File: src/rtl/sc_regctrl_pkg.sv
// Shared definitions for the register/counter sequencing controller and its
// timing helpers: FSM state encodings and default datapath widths.
package sc_regctrl_pkg;

  typedef enum logic [1:0] {
    IDLE  = 2'b00,
    CLEAR = 2'b01,
    RUN   = 2'b10,
    DONE  = 2'b11
  } regCtrlState_t;

  localparam int REGCTRL_DATAWIDTH_DEFAULT  = 4;
  localparam int REGCTRL_PRESCWIDTH_DEFAULT = 20;

endpackage

File: src/rtl/sc_regctrl_prescaler.sv
// Free-running prescaler: counts enabled cycles and flags terminal count when
// the count equals the programmed period, wrapping to zero on the next enable.
module sc_regctrl_prescaler
  import sc_regctrl_pkg::*;
#(
  parameter int RegPRESC_WIDTH = REGCTRL_PRESCWIDTH_DEFAULT
) (
  input  logic                      SC_RegPRESC_CLOCK_50,
  input  logic                      SC_RegPRESC_RESET_InLow,
  input  logic                      enable,
  input  logic                      clear,
  input  logic [RegPRESC_WIDTH-1:0] period,
  output logic                      tc
);

  logic [RegPRESC_WIDTH-1:0] count;

  assign tc = (count == period);

  // Clear wins over enable so a fresh sequence always starts from zero.
  always_ff @(posedge SC_RegPRESC_CLOCK_50 or negedge SC_RegPRESC_RESET_InLow) begin
    if (!SC_RegPRESC_RESET_InLow) begin
      count <= '0;
    end else if (clear) begin
      count <= '0;
    end else if (enable) begin
      count <= tc ? '0 : count + 1'b1;
    end
  end

endmodule

File: src/rtl/sc_regcounter_ctrl.sv
// Sequencing controller: clears a downstream register counter, then issues a
// programmed number of increment strobes at a prescaled tick rate and reports done.
module sc_regcounter_ctrl
  import sc_regctrl_pkg::*;
#(
  parameter int RegCTRL_DATAWIDTH  = REGCTRL_DATAWIDTH_DEFAULT,
  parameter int RegCTRL_PRESCWIDTH = REGCTRL_PRESCWIDTH_DEFAULT
) (
  input  logic                          SC_RegCTRL_CLOCK_50,
  input  logic                          SC_RegCTRL_RESET_InLow,
  input  logic                          SC_RegCTRL_start_InHigh,
  input  logic                          SC_RegCTRL_pause_InHigh,
  input  logic                          SC_RegCTRL_abort_InHigh,
  input  logic [RegCTRL_PRESCWIDTH-1:0] SC_RegCTRL_period_InBUS,
  input  logic [RegCTRL_DATAWIDTH-1:0]  SC_RegCTRL_limit_InBUS,
  output logic                          SC_RegCTRL_clear_OutHigh,
  output logic                          SC_RegCTRL_inc_OutHigh,
  output logic                          SC_RegCTRL_busy_OutHigh,
  output logic                          SC_RegCTRL_done_OutHigh,
  output logic [1:0]                    SC_RegCTRL_state_OutBUS
);

  regCtrlState_t state, nextState;

  logic [RegCTRL_PRESCWIDTH-1:0] periodReg;
  logic [RegCTRL_DATAWIDTH-1:0]  limitReg;
  logic [RegCTRL_DATAWIDTH-1:0]  tickCount;
  logic [RegCTRL_DATAWIDTH-1:0]  lastTick;
  logic                          startAccept;
  logic                          runActive;
  logic                          prescTc;
  logic                          incFire;

  assign startAccept = (state == IDLE) && SC_RegCTRL_start_InHigh && !SC_RegCTRL_abort_InHigh;
  assign runActive   = (state == RUN) && !SC_RegCTRL_pause_InHigh && !SC_RegCTRL_abort_InHigh;
  assign incFire     = runActive && prescTc;
  assign lastTick    = limitReg - RegCTRL_DATAWIDTH'(1);

  assign SC_RegCTRL_state_OutBUS = state;

  sc_regctrl_prescaler #(
    .RegPRESC_WIDTH(RegCTRL_PRESCWIDTH)
  ) prescaler (
    .SC_RegPRESC_CLOCK_50   (SC_RegCTRL_CLOCK_50),
    .SC_RegPRESC_RESET_InLow(SC_RegCTRL_RESET_InLow),
    .enable                 (runActive),
    .clear                  (state == CLEAR),
    .period                 (periodReg),
    .tc                     (prescTc)
  );

  always_ff @(posedge SC_RegCTRL_CLOCK_50 or negedge SC_RegCTRL_RESET_InLow) begin
    if (!SC_RegCTRL_RESET_InLow) begin
      state <= IDLE;
    end else begin
      state <= nextState;
    end
  end

  // Period and limit are captured only on an accepted start, so start while busy cannot disturb them.
  always_ff @(posedge SC_RegCTRL_CLOCK_50 or negedge SC_RegCTRL_RESET_InLow) begin
    if (!SC_RegCTRL_RESET_InLow) begin
      periodReg <= '0;
      limitReg  <= '0;
      tickCount <= '0;
    end else begin
      if (startAccept) begin
        periodReg <= SC_RegCTRL_period_InBUS;
        limitReg  <= SC_RegCTRL_limit_InBUS;
      end
      if (state == CLEAR) begin
        tickCount <= '0;
      end else if (incFire) begin
        tickCount <= tickCount + 1'b1;
      end
    end
  end

  always_comb begin
    nextState                = state;
    SC_RegCTRL_clear_OutHigh = 1'b0;
    SC_RegCTRL_inc_OutHigh   = 1'b0;
    SC_RegCTRL_busy_OutHigh  = 1'b0;
    SC_RegCTRL_done_OutHigh  = 1'b0;
    case (state)
      IDLE: begin
        if (startAccept) nextState = CLEAR;
      end
      CLEAR: begin
        SC_RegCTRL_clear_OutHigh = 1'b1;
        SC_RegCTRL_busy_OutHigh  = 1'b1;
        if (SC_RegCTRL_abort_InHigh) nextState = IDLE;
        else if (limitReg == '0)     nextState = DONE;
        else                         nextState = RUN;
      end
      RUN: begin
        SC_RegCTRL_busy_OutHigh = 1'b1;
        if (SC_RegCTRL_abort_InHigh) begin
          SC_RegCTRL_clear_OutHigh = 1'b1;
          nextState                = IDLE;
        end else if (incFire) begin
          SC_RegCTRL_inc_OutHigh = 1'b1;
          if (tickCount == lastTick) nextState = DONE;
        end
      end
      DONE: begin
        SC_RegCTRL_done_OutHigh = 1'b1;
        nextState               = IDLE;
      end
      default: nextState = IDLE;
    endcase
  end

endmodule
File: config.mk
export PLATFORM = sky130hd
export DESIGN_NAME = sc_regcounter_ctrl
export DESIGN_NICKNAME = d
export VERILOG_FILES = /design/src/rtl/sc_regctrl_pkg.sv /design/src/rtl/sc_regctrl_prescaler.sv /design/src/rtl/sc_regcounter_ctrl.sv
export SDC_FILE = /design/constraint.sdc
export NUM_CORES = 1
export LEC_CHECK = 0
export BUFFER_PORTS_ARGS = -buffer_cell sky130_fd_sc_hd__buf_2
export CAP_MARGIN = 20
export CORE_MARGIN = 2
export CORE_UTILIZATION = 30
export DETAILED_ROUTE_END_ITERATION = 8
export PLACE_DENSITY = 0.57
export SETUP_SLACK_MARGIN = 0.05
export SYNTH_ARGS = -nofsm -noshare
export SYNTH_HDL_FRONTEND = slang
export SYNTH_SLANG_ARGS = --single-unit
export TNS_END_PERCENT = 50
File: constraint.sdc
create_clock -name SC_RegCTRL_CLOCK_50 -period 2.75 [get_ports SC_RegCTRL_CLOCK_50]
set_input_delay 0.1375 -clock SC_RegCTRL_CLOCK_50 [delete_from_list [all_inputs] [get_ports SC_RegCTRL_CLOCK_50]]
set_output_delay 0.1375 -clock SC_RegCTRL_CLOCK_50 [all_outputs]
set_load 0.1 [all_outputs]
==> PnR_summary.wiki <==
{| class="wikitable"
! Metric !! Value
|-
| Final hold violations || 0
|-
| Antenna Nets Post-Route || 0
|-
| Routed Wire Length || 6140 um
|-
| Mapped cell area || 2810 sq um
|-
| Initial cell density of the core || 0.307
|-
| Synthesized instance count || 265
|-
| Buffers added on ports || 34
|-
| Residual DRC || 0
|-
| Clock Path Buffers || 2
|-
| Share of flip-flops with an asynchronous set or reset after synthesis || 1.00
|-
| Run status || finished clean
|-
| Overall power consumption || 3.10 mW
|-
| Post-route clock period utilization || 0.940
|-
| Via count of the first global-routing pass || 2097
|-
| Max frequency || 387 MHz
|-
| Antenna violations before repair || 0
|-
| Via/cell ratio || 5.04
|-
| Min-delay worst type || input pin to flop
|-
| Final worst setup slack || 0.166 ns
|-
| Drt first-iter violations || 123
|-
| R2r worst-path depth || 6
|-
| Total of flip-flops plus latches after synthesis || 50
|-
| Die height || 101 um
|-
| Reg-to-Reg End || prescaler.count[11]$_DFFE_PN0P_
|-
| Switch share || 0.427
|-
| Reg-to-reg slack, setup || 0.42 ns
|-
| Share of power burned in the clock network || 0.178
|-
| Average cell area after synthesis || 10.6 sq um
|-
| Clock Sink Count || 50
|-
| Power density over the cells || 946 nW/um^2
|-
| Path type of the worst setup path || flop to output pin
|-
| Final Wtd Congestion || 0.888
|-
| List of cells traversed by the critical path || inv_1 -> ha_1 -> nor3b_4 -> buf_4 -> nand3_1 -> buf_4 -> nor2_4 -> buf_2
|-
| Final setup viols || 0
|-
| Total internal power || 1.77 mW
|-
| Horizontal die dimension || 101 um
|-
| Number of buffers inserted by post-CTS setup repair || 0
|-
| Relative area change from synthesis to final layout || 16.3%
|-
| Total routing resource utilization after global routing || 0.126
|-
| Crit end category || output pin
|-
| Synthesized net count || 302
|-
| Final-report max-slew violation count || 0
|-
| H-tree levels || 2
|-
| CTS tree || built
|-
| Clock buffers created by TritonCTS || 5
|-
| Wire length of the first global-routing pass || 10300 um
|-
| Gate power share || 0.439
|-
| Worst path required time || 2.61 ns
|-
| Clock insertion delay at the later pin of the skew report || 0.31 ns
|-
| Leak Pwr || 1.41 nW
|-
| VDD IR-drop max || 0.413 mV
|-
| Worst clock skew || 0.00810 ns
|-
| # Max-Cap Violations || 0
|-
| Sequential share of power || 0.382
|-
| Wire length per cell || 14.7 um
|-
| Slew of the pin with the lowest slew margin || 0.722 ns
|-
| Psw || 1.32 mW
|-
| Total via count after detailed routing || 2103
|-
| Number of rows in the core area || 35
|-
| Setup TNS after final layout || 0 ns
|-
| Clock tree root buffer cell || clkbuf_8
|-
| Die Outline Area || 10200 sq um
|-
| Worst path top cell family by delay || buffers and inverters
|-
| Data arrival time of the critical path || 2.45 ns
|-
| Largest net degree at the start of global routing || 31
|-
| Final Cell Area || 3270 sq um
|-
| Post-cts repair resize count || 0
|-
| Number of antenna repair diodes || 0
|-
| Overflow left after global routing || 0
|-
| Placed wire-length estimate || 4530 um
|-
| Number of enable-type register cells in the synthesized netlist || 0
|-
| Post-synthesis cell type count || 43
|-
| Most frequent CP cell || buf_4
|-
| 1st-pass router iterations || 4
|-
| Fraction of final layout cells with drive strength greater than 1 || 0.278
|-
| Critical path startpoint category || flop
|-
| Yosys warns || 0
|-
| Clock-pin slew on the worst setup and hold paths || 0.10 ns
|-
| Post-layout minimum cycle time || 2.58 ns
|-
| Cts hold-fix bufs || 1
|-
| FF-to-FF Start || SC_RegCTRL_state_OutBUS[1]$_DFFE_PN0P_
|-
| Largest fanout of any net on the critical path || 11
|-
| Placed cell area || 3150 sq um
|-
| Worst relative slew slack || 0.518
|-
| Largest stage delay on the critical path || 0.42 ns
|-
| Core Box Area || 9150 sq um
|-
| Count of buffering cells on the critical path with inverters included || 4
|-
| Setup repair after global routing missed its margin || no
|-
| Worst hold start || SC_RegCTRL_period_InBUS[14]
|-
| I/O pin cnt || 35
|-
| Setup slack at placement || 0.451 ns
|-
| Worst Hold Path Cells || 2
|-
| Worst slack on hold paths || 0.0453 ns
|-
| Most used flip-flop cell after synthesis || dfrtp_1
|-
| Nets || 342
|-
| Worst Hold Path EP || periodReg[14]$_DFFE_PN0P_
|-
| Slowest stage cell, crit path || dfrtp_1
|-
| Part of the Yosys area used for sequential elements || 0.445
|}
-- worst max-delay path by stage --
stage                                                start                              end  cells past startpoint
detailed placement  SC_RegCTRL_state_OutBUS[1]$_DFFE_PN0P_  prescaler.count[11]$_DFFE_PN0P_                      6
floorplan           SC_RegCTRL_state_OutBUS[1]$_DFFE_PN0P_           SC_RegCTRL_inc_OutHigh                      5
global route        SC_RegCTRL_state_OutBUS[0]$_DFFE_PN0P_           SC_RegCTRL_inc_OutHigh                      8
CTS                 SC_RegCTRL_state_OutBUS[0]$_DFFE_PN0P_           SC_RegCTRL_inc_OutHigh                      8
global placement    SC_RegCTRL_state_OutBUS[1]$_DFFE_PN0P_  prescaler.count[11]$_DFFE_PN0P_                      6
finish              SC_RegCTRL_state_OutBUS[0]$_DFFE_PN0P_           SC_RegCTRL_inc_OutHigh                      8
-- state kept, by name, indices dropped and copies added, names as in the netlist --
register	count
limitReg	4
periodReg	20
SC_RegCTRL_state_OutBUS	2
tickCount	4
prescaler.count	20
-- through the flow --
stage                     instances  utilization
after floorplan                 265            -
after global placement          408        0.344
after detailed placement        408        0.344
after CTS                       417        0.358
after global routing            417        0.358
final                           417        0.358
-- routing by layer --
metal,part of all wire,up-vias,global-route usage
met2,0.45,42,0.185
met1,0.50,1019,0.187
met5,0,-,0
met3,0.038,7,0.0236
li1,-,1035,-
met4,0.012,0,0.0411
-- power by group through the flow --
| stage | clock (mW) | sequential [mW] | combinational, mW |
|---|---|---|---|
| detailed placement | 0 | 1.20 | 1.36 |
| CTS | 0.566 | 1.19 | 1.37 |
| global route | 0.588 | 1.22 | 1.48 |
| finish | 0.552 | 1.18 | 1.36 |
| floorplan | 0 | 1.22 | 1.05 |
| global placement | 0 | 1.19 | 1.35 |
-- cells in the final DEF, fill, tap and decap left out, drive strengths merged, types with 2 or more instances in the layout --
cell | synthesis | final
dfrtp | 50 | 50
o2111ai | 4 | 4
and3 | 4 | 4
nor3 | 4 | 4
nand2 | 9 | 9
o211ai | 9 | 9
inv | 8 | 9
nand3 | 16 | 16
o21ai | 8 | 8
or3 | 2 | 2
mux2 | 24 | 24
xor2 | 26 | 26
or2 | 2 | 2
xnor2 | 15 | 15
buf | 4 | 42
nor2 | 23 | 23
a21oi | 7 | 7
or4 | 3 | 3
nor3b | 4 | 4
nor4 | 10 | 10
or3b | 2 | 2
clkbuf | 6 | 5
ha | 8 | 8
nor2b | 3 | 3
-- synthesized netlist by cell type, drive strengths merged (3+ instances only) --
library cell / number / area, sq um
nor3: 4 / 20.0
o21ai: 8 / 43.8
xnor2: 15 / 131
ha: 8 / 100
nor3b: 4 / 41.3
nand2: 9 / 33.8
mux2: 24 / 270
nor4: 10 / 81.3
buf: 4 / 32.5
or4: 3 / 22.5
nand3: 16 / 80.1
xor2: 26 / 228
o211ai: 9 / 67.6
inv: 8 / 30.0
clkbuf: 6 / 22.5
nor2: 23 / 86.3
and3: 4 / 25.0
dfrtp: 50 / 1250
o2111ai: 4 / 35.0
nor2b: 3 / 18.8
a21oi: 7 / 35.0
-- cell type report --
| cell class | instances | area, sq um |
|---|---|---|
| clock buffer | 5 | 68.8 |
| clock inverter | 3 | 48.8 |
| fill | 904 | 5880 |
| inverter | 8 | 30.0 |
| multi-input combinational | 197 | 1500 |
| sequential | 50 | 1250 |
| tap | 111 | 139 |
| timing repair buffer | 43 | 240 |
-- cells by family after synthesis --
logic type / count (synthesis) / share of synthesized area
simple gates: 87 / 0.175
compound gates: 37 / 0.0907
buf+inv: 18 / 0.0302
flops: 50 / 0.445
fa+ha+maj: 8 / 0.0356
xor+xnor: 41 / 0.128
mux: 24 / 0.0960
No activity file was read; power rests on OpenSTA's default activity.
